## config.mk

```make
export PLATFORM = sky130hd
export DESIGN_NAME = sys_bridge
export DESIGN_NICKNAME = d
export VERILOG_FILES = /design/src/rtl/sys_bridge_pkg.sv /design/src/rtl/sys_bridge_decode.sv /design/src/rtl/sys_bridge.sv
export SDC_FILE = /design/constraint.sdc
export NUM_CORES = 1
export LEC_CHECK = 0
export ABC_AREA = 1
export BUFFER_PORTS_ARGS = -buffer_cell sky130_fd_sc_hd__buf_2
export CAP_MARGIN = 20
export CORE_MARGIN = 4
export CORE_UTILIZATION = 40
export CTS_CLUSTER_DIAMETER = 60
export CTS_CLUSTER_SIZE = 30
export DETAILED_ROUTE_END_ITERATION = 12
export GPL_TIMING_DRIVEN = 1
export PLACE_DENSITY = 0.64
export REMOVE_ABC_BUFFERS = 1
export SLEW_MARGIN = 5
export SYNTH_ARGS = -nofsm -noshare
export SYNTH_HDL_FRONTEND = slang
export SYNTH_SLANG_ARGS = --single-unit
```

## constraint.sdc

```tcl
create_clock -name clk -period 5.97 [get_ports clk]
set_clock_uncertainty 0.05 [all_clocks]
set_input_delay 1.4925 -clock clk [delete_from_list [all_inputs] [get_ports clk]]
set_output_delay 1.4925 -clock clk [all_outputs]
set_load 0.02 [all_outputs]
```

## src/rtl/sys_bridge_pkg.sv

```systemverilog
// Shared definitions for sys_bridge: FSM state encoding, slot address map
// and word-only slot mask.
package sys_bridge_pkg;

  typedef enum logic [1:0] {
    ST_IDLE,
    ST_ACCESS,
    ST_RESP
  } state_t;

  localparam int unsigned SLOT_MAX = 4;

  // Slot order: 0 DM, 1 TC0, 2 TC1, 3 IG (index 0 is the rightmost entry)
  localparam logic [SLOT_MAX-1:0][31:0] SLOT_BASE = {
    32'h0000_7F20, 32'h0000_7F10, 32'h0000_7F00, 32'h0000_0000
  };
  localparam logic [SLOT_MAX-1:0][31:0] SLOT_LIMIT = {
    32'h0000_7F23, 32'h0000_7F1B, 32'h0000_7F0B, 32'h0000_2FFF
  };
  localparam logic [SLOT_MAX-1:0] WORD_ONLY = 4'b0110;

  function automatic logic we_is_partial(input logic [3:0] we);
    return (we != 4'b0000) && (we != 4'b1111);
  endfunction

endpackage

```

## src/rtl/sys_bridge_decode.sv

```systemverilog
// Combinational slot decoder: one-hot hit (lowest slot wins on overlap),
// miss flag and word-only partial-write violation.
module sys_bridge_decode
  import sys_bridge_pkg::*;
#(
  parameter int NUM_SLV = 4
) (
  input  logic [31:0]        addr,
  input  logic [3:0]         we,
  output logic [NUM_SLV-1:0] hit,
  output logic               miss,
  output logic               illegal
);

  logic        found;
  logic        word_hit;
  logic [31:0] off;

  always_comb begin
    hit      = '0;
    found    = 1'b0;
    word_hit = 1'b0;
    off      = '0;
    for (int unsigned i = 0; i < NUM_SLV; i++) begin
      // Offset form keeps the inclusive base..limit test free of a >= 0 compare
      off = addr - SLOT_BASE[i];
      if (!found && (off <= (SLOT_LIMIT[i] - SLOT_BASE[i]))) begin
        hit[i] = 1'b1;
        found  = 1'b1;
        if (WORD_ONLY[i]) word_hit = 1'b1;
      end
    end
    miss    = !found;
    illegal = word_hit && we_is_partial(we);
  end

endmodule

```

## src/rtl/sys_bridge.sv

```systemverilog
// Registered CPU-to-peripheral bridge with slot decode, bounded wait and
// one-cycle ack. Define BRIDGE_ERRLOG_EN to enable cpu_err and err_addr.
module sys_bridge
  import sys_bridge_pkg::*;
#(
  parameter int NUM_SLV = 4,
  parameter int DATA_W  = 32,
  parameter int TIMEOUT = 15
) (
  input  logic                      clk,
  input  logic                      reset,
  input  logic                      cpu_req,
  input  logic [3:0]                cpu_we,
  input  logic [31:0]               cpu_addr,
  input  logic [DATA_W-1:0]         cpu_wdata,
  output logic [DATA_W-1:0]         cpu_rdata,
  output logic                      cpu_ack,
  output logic                      cpu_err,
  output logic [31:0]               err_addr,
  output logic [NUM_SLV-1:0]        slv_sel,
  output logic [3:0]                slv_we,
  output logic [31:0]               slv_addr,
  output logic [DATA_W-1:0]         slv_wdata,
  input  logic [NUM_SLV*DATA_W-1:0] slv_rdata,
  input  logic [NUM_SLV-1:0]        slv_ready
);

  localparam logic [7:0] TMO = 8'(TIMEOUT);

  state_t              state, state_n;
  logic [31:0]         addr_q;
  logic [3:0]          we_q;
  logic [DATA_W-1:0]   wdata_q;
  logic [DATA_W-1:0]   rdata_q;
  logic [7:0]          cnt;
  logic                err_q;

  logic [31:0]         dec_addr;
  logic [3:0]          dec_we;
  logic [NUM_SLV-1:0]  hit;
  logic                miss;
  logic                illegal;
  logic                ready_hit;
  logic [DATA_W-1:0]   sel_rdata;

  // Decoder sees the value being latched in IDLE and the held value afterwards
  assign dec_addr = (state == ST_IDLE) ? cpu_addr : addr_q;
  assign dec_we   = (state == ST_IDLE) ? cpu_we   : we_q;

  sys_bridge_decode #(.NUM_SLV(NUM_SLV)) u_decode (
    .addr    (dec_addr),
    .we      (dec_we),
    .hit     (hit),
    .miss    (miss),
    .illegal (illegal)
  );

  always_comb begin
    sel_rdata = '0;
    for (int unsigned i = 0; i < NUM_SLV; i++) begin
      if (hit[i]) sel_rdata = sel_rdata | slv_rdata[i*DATA_W +: DATA_W];
    end
    ready_hit = |(hit & slv_ready);
  end

  always_ff @(posedge clk or posedge reset) begin
    if (reset) state <= ST_IDLE;
    else       state <= state_n;
  end

  always_comb begin
    state_n = state;
    case (state)
      ST_IDLE: begin
        if (cpu_req) state_n = (miss || illegal) ? ST_RESP : ST_ACCESS;
      end
      ST_ACCESS: begin
        if (ready_hit || (cnt == TMO)) state_n = ST_RESP;
      end
      ST_RESP: state_n = ST_IDLE;
      default: state_n = ST_IDLE;
    endcase
  end

  always_ff @(posedge clk or posedge reset) begin
    if (reset) begin
      addr_q  <= '0;
      we_q    <= '0;
      wdata_q <= '0;
      rdata_q <= '0;
      cnt     <= '0;
      err_q   <= 1'b0;
    end else begin
      case (state)
        ST_IDLE: begin
          if (cpu_req) begin
            addr_q  <= cpu_addr;
            we_q    <= cpu_we;
            wdata_q <= cpu_wdata;
            rdata_q <= '0;
            cnt     <= '0;
            err_q   <= miss || illegal;
          end
        end
        ST_ACCESS: begin
          if (ready_hit) begin
            rdata_q <= (we_q == 4'b0000) ? sel_rdata : '0;
            err_q   <= 1'b0;
          end else if (cnt == TMO) begin
            rdata_q <= '0;
            err_q   <= 1'b1;
          end else begin
            cnt <= cnt + 8'd1;
          end
        end
        default: ;
      endcase
    end
  end

  assign cpu_ack   = (state == ST_RESP);
  assign cpu_rdata = (cpu_ack && !err_q) ? rdata_q : '0;
  assign slv_sel   = (state == ST_ACCESS) ? hit  : '0;
  assign slv_we    = (state == ST_ACCESS) ? we_q : '0;
  assign slv_addr  = addr_q;
  assign slv_wdata = wdata_q;

`ifdef BRIDGE_ERRLOG_EN
  logic [31:0] err_addr_q;

  always_ff @(posedge clk or posedge reset) begin
    if (reset)                             err_addr_q <= '0;
    else if ((state == ST_RESP) && err_q)  err_addr_q <= addr_q;
  end

  assign cpu_err  = cpu_ack && err_q;
  assign err_addr = err_addr_q;
`else
  assign cpu_err  = 1'b0;
  assign err_addr = '0;
`endif

endmodule

```

; ---- Yosys cells after proc, flatten, opt, wreduce, memory -nomap -nowiden
; Cells that the tools add are included.
[word_totals]
regBits = 111
output_inout_bits = 138
word_cells = 84
[op_classes]
addsub = 4
order_cmp = 4
n_eq_ne = 9
mux = 34
bitwise_logic = 4
n_reduce_logical = 22
[op_table]
columns = op, count
row1 = 32-bit 2-to-1 mux, 10
row2 = 32-bit OR, 3
row3 = "32-bit by 15-bit subtractor with 32-bit output, second input constant", 3
row4 = "32-bit by 4-bit less-or-equal comparator with 1-bit output, second input constant", 2
row5 = 32-bit case mux with 2 select lines, 1
row6 = "32-bit by 14-bit less-or-equal comparator with 1-bit output, second input constant", 1
row7 = "32-bit by 2-bit less-or-equal comparator with 1-bit output, second input constant", 1
row8 = 8-bit 2-to-1 mux, 3
row9 = 8-bit case mux with 2 select lines, 1
row10 = 4-bit 2-to-1 mux, 3
row11 = 1-bit 2-to-1 mux, 11
row12 = "8-bit by 1-bit adder with 8-bit output, second input constant", 1
row13 = "8-bit by 4-bit == test with 1-bit output, second input constant", 1
row14 = "2-bit != test, second input constant", 4
row15 = 1-bit logical AND, 6
row16 = 2-bit 2-to-1 mux, 3
row17 = 1-bit zero test, 5
row18 = 4-bit AND, 1
row19 = 4-bit zero test, 1
row20 = "4-bit != test, second input constant", 1
row21 = 2-bit case mux with 2 select lines, 1
row22 = 2-bit AND reduction, 2
row23 = 4-bit AND reduction, 1
row24 = 4-bit nonzero test, 1
row25 = other kinds (9), 10

; ---- Depth between registers and ports, before layout
[depth]
ltp_word = 18
depth_mapped = 25
mapped_depth_nobuf = 24

; ---- By module
; From an unflattened synthesis, not the netlist that was laid out.
[unflattened]
cells_unflattened = 1264
hier_area_um2 = 8199.1
[modules_own_cells]
columns = mod, instances, cells_per_inst, area_per_inst_um2, seq_area_each_um2
row1 = sys_bridge, 1, 833, 6192.2, 2777.7
row2 = sys_bridge_decode, 1, 431, 2006.9, 0.0

; ---- Worst setup path after synthesis
; Ideal clock, no wire load.
[synth_timing]
path_type = input -> output
from = input port cpu_addr[6]
to = output port slv_sel[3]
arrival_ns = 3.370
required_ns = 4.428
slack_ns = 1.058
stages = 17
cell_sequence = inv_1 -> nand2_1 -> nand2_1 -> ha_1 -> nand3_2 -> nand2_1 -> nor2_1 -> nand2_1 -> nand2_1 -> nand2_1 -> nor2_1 -> nand2_1 -> nor2_1 -> nand2_1 -> nor2_4 -> nand3_1 -> nor2_1
[synth_via]
elab_chain_cells = 13
elab_cells_between_ends = 19
cone_classes = 3 x add/sub / 4 x order compare / 6 x mux / 6 x reduce/logical
[synth_rtl]
columns = item, line
row1 = "start, declared", sys_bridge.sv:14  ; input logic [31:0] cpu_addr,
row2 = 32-bit 2-to-1 mux (*), sys_bridge.sv:47  ; assign dec_addr = (state == ST_IDLE) ? cpu_addr : addr_q;
row3 = branches (longest 9 deep; another with 32-bit by 15-bit subtractor with 32-bit output), -
row4 = 1-bit logical AND (*), sys_bridge_decode.sv:27  ; if (!found && (off <= (SLOT_LIMIT[i] - SLOT_BASE[i]))) begin
row5 = 1-bit 2-to-1 mux (*), sys_bridge_decode.sv:27
row6 = 4-bit 2-to-1 mux (*), sys_bridge.sv:123  ; assign slv_sel = (state == ST_ACCESS) ? hit : '0;
row7 = "end, declared", sys_bridge.sv:20  ; output logic [NUM_SLV-1:0] slv_sel,
; Mark *: on every way between the ends.

; ---- Worst setup path after layout
[layout_timing]
from = register state[1]
to = output port slv_sel[1]
[layout_via]
elab_chain_cells = 8
elab_cells_between_ends = 11
cone_classes = 1 x add/sub / 2 x order compare / 1 x eq/ne / 4 x mux / 3 x reduce/logical
[layout_rtl]
columns = item, line
row1 = "start, declared", sys_bridge.sv:30  ; state_t state, state_n;
row2 = "start signal, assigned", sys_bridge.sv:68  ; else state <= state_n;
row3 = branches (longest 7 deep; another with 32-bit by 15-bit subtractor with 32-bit output), -
row4 = 4-bit 2-to-1 mux (*), sys_bridge.sv:123
; Marked as above.

==> results.toml <==
[pwr]
p_leak_nw = 5.42
power.switching_mw = 2.24
power_frac_seq = 0.271
pwr-share-clk = 0.155
total_power_mw = 4.28
p_comb_frac = 0.574
netSwitchingFraction = 0.523
ir_drop_uv = 258
p_per_area_nw_per_um2 = 410
p_int_mw = 2.04

[timing]
finalCriticalPeriod_ps = 5410
period_share = 0.906
rsz0062_at_grt = "false"
max_slew.worst_pin.slew_ps = 749
timing.fmax_mhz = 185
whs_ps = 424
hold_viol_final = 0
slew_headroom = 0.499
slew_viol_final = 0
setup_viol = 0

[critical_path]
ff2ff_setup_slack_ps = 1380
critPathBufInv = 3
r2r_cells = 19
critical_path.cell_chain = "nor2_4 > buf_4 > nand2_1 > o21ai_1 > nand2_1 > nor2_1 > nand2_1 > nor2_1 > o21ai_1 > nand2_1 > nand2_1 > nor2_1 > nand3_1 > nor2_2 > inv_1 > nor2_1 > buf_2"
critPathCaptureType = "output port"
cp.arrival_ps = 3860
slowest_stage = "nor2_4"
critPathLaunch = "state[1]"
path_depth = 17
crit_type = "reg2out"
cp_max_fo = 24
start_kind = "flop"
r2r-end = "rdata_q[30]"
cp-endpoint = "slv_sel[1]"
r2r_start = "state[1]"
max_stage_delay_ps = 480
cp_common_cell = "nand2_1"
worst_path_dominant_cell_family = "simple AND/OR/NAND/NOR gates"
cp_data_required_time_ps = 4430

[route]
via_count = 9444
routed_via_density = 5.09
first_pass_iters = 5
ant_nets = 0
drc = 0
wl_per_cell_um = 16.2
first_iter_violations = 806
wl_mm = 30.1

[die]
die_h_um = 154
rows = 52
core-area_um2 = 20600
dieArea_um2 = 23600
start_util = 0.412
num_io_pins = 341
die_w_um = 154

[logic_synthesis]
yosys_warnings = 0
synth_area_um2 = 8480
yosysSeqAreaShare = 0.328
synth_edf_count = 0
avgSynthCellArea_um2 = 6.50
ys_ff_latch = 111
syn_inst = 1305
yosys_most_used_dff = "dfrtp_1"
ys_async_sr_fraction = 1.00
ys_types = 36

[global_routing]
antenna_found_initial = 0
use_met2 = 0.390
grtUsageMet1 = 0.338
grt_start_max_net_pins = 104
top_usage_layer = "met2"
grt-ovfl-total = 0
first_global_vias = 8863
grt_use_total = 0.245
grt_pass1_wl_mm = 47.5
grt_use_met3 = 0.0520

[status]
status = "finished, final reports clean"

[clocking]
cts_tree = "yes"
clk-insertion-delay-late_ps = 370
clkSlewWorstSetupHoldPaths_ps = 80
clock_tree.buffer_depth = 2
cts_max_level = 3
clock-root-buffer = "clkbuf_16"
cts_made_buffers = 9
cts_num_sinks = 111
post_cts_buffers = 0
ctsResizeCount = 0
cts_hold_buf = 0

[cells_and_area]
fin_area_um2 = 10400
nets = 1786
post-route-util = 0.507
final_common_cell = "nand2_1"
diodes = 0
syn_to_final_growth_pct = 23.1
final_layout_size_suffix_gt1_frac = 0.272
layout_common_cells = "nand2_1 (481), buf_2 (307), nand3_1 (128), nor2_1 (114), dfrtp_1 (111)"

[hold_path]
holdPathStages = 2
min_path_type = "reg2reg"

[place]
port-buffer-count = 307
gp_congestion = 1.01
hpwl_mm = 23.0
placed_area_um2 = 10100

[flow_run]
maxCapViolCount = 0
layer usage:
layer  vias to the layer above  wire [µm]
met3                        48       2290
met4                         0        700
met2                       381      14200
met1                      4321      12800
li1                       4694          -
met5                         -          0
worst reg2reg max path, stage by stage, from the launching register on:
cell      delay (ps)
dfrtp_1          450
nor2_4           480
buf_4            400
nand2_1           90
o21ai_1          270
nand2_1          250
nor2_1           180
nand2_1           90
nor2_1           200
nand2_1          130
nand2_1           80
nand2_1           50
nand3b_1         190
nor2_4           160
buf_4            380
nand4_2          220
nand4_4          230
nand3_4          350
nand2_1          180
nand2_1           70
worst min path at each step:
stage	slack, ps	startpoint	end
finish	420	rdata_q[10]	rdata_q[10]
CTS	430	rdata_q[1]	rdata_q[1]
detailed placement	410	rdata_q[18]	rdata_q[18]
floorplan	390	rdata_q[0]	rdata_q[0]
global route	440	rdata_q[11]	rdata_q[11]
global placement	400	rdata_q[7]	rdata_q[7]
state kept, by name, summed over array words and instances, names as in the netlist:
signal     flops
state          2
rdata_q       32
cnt            8
slv_wdata     32
slv_addr      32
err_q          1
we_q           4
kinds of logic after synthesis:
| group | share of synthesized area |
|---|---|
| adders and majority gates | 0.00295 |
| and+or+nand+nor | 0.440 |
| xor gates and xnor gates | 0.00620 |
| muxes | 0.0492 |
| AOI/OAI and AO/OA | 0.0564 |
| buffers and inverters | 0.117 |
| DFF | 0.328 |
| other | 0.000442 |
cell usage after synthesis (2+ instances only):
cell	count	area, µm²
nor2_4	5	56.3
nor2_1	116	435
buf_4	38	285
mux2_2	37	417
buf_6	6	67.6
nor3_1	7	35.0
inv_2	7	26.3
clkbuf_1	31	116
xor2_1	6	52.6
o21ai_0	54	270
buf_1	5	18.8
nand2_1	482	1810
o21ai_2	7	61.3
nor2_2	13	81.3
nor4_1	4	25.0
nand3_2	4	40.0
nand4_1	74	463
nand2_2	10	62.6
nand3_1	128	641
o21ai_1	16	80.1
buf_2	11	55.1
ha_1	2	25.0
dfrtp_1	111	2780
a21oi_1	9	45.0
inv_1	111	417
layout make-up:
class	count	area, µm²
multi-input cells	1016	4850
flip-flops and latches	111	2780
inverters	119	449
clock inverters	7	93.8
repair buffers	324	1700
well taps	270	338
clock buffers	9	225
fillers	2193	10100
through the flow:
stage | setup TNS [ps] | worst slack, ps | std cells
final | 0 | 563 | 1856
after global routing | 0 | 169 | 1856
after CTS | 0 | 613 | 1854
after detailed placement | 0 | 674 | 1838
after global placement | 0 | 604 | 1838
after floorplan | -3280 | -890 | 1246
power groups by stage:
stage	Clock (mW)	Sequential, mW	Combinational [mW]
2_1_floorplan	0	1.43	1.34
3_3_place_gp	0	1.16	2.43
3_5_place_dp	0	1.17	2.43
4_1_cts	0.678	1.16	2.43
5_1_grt	0.710	1.20	2.71
6_report	0.662	1.16	2.46
Power figures use the tool's default switching activity.
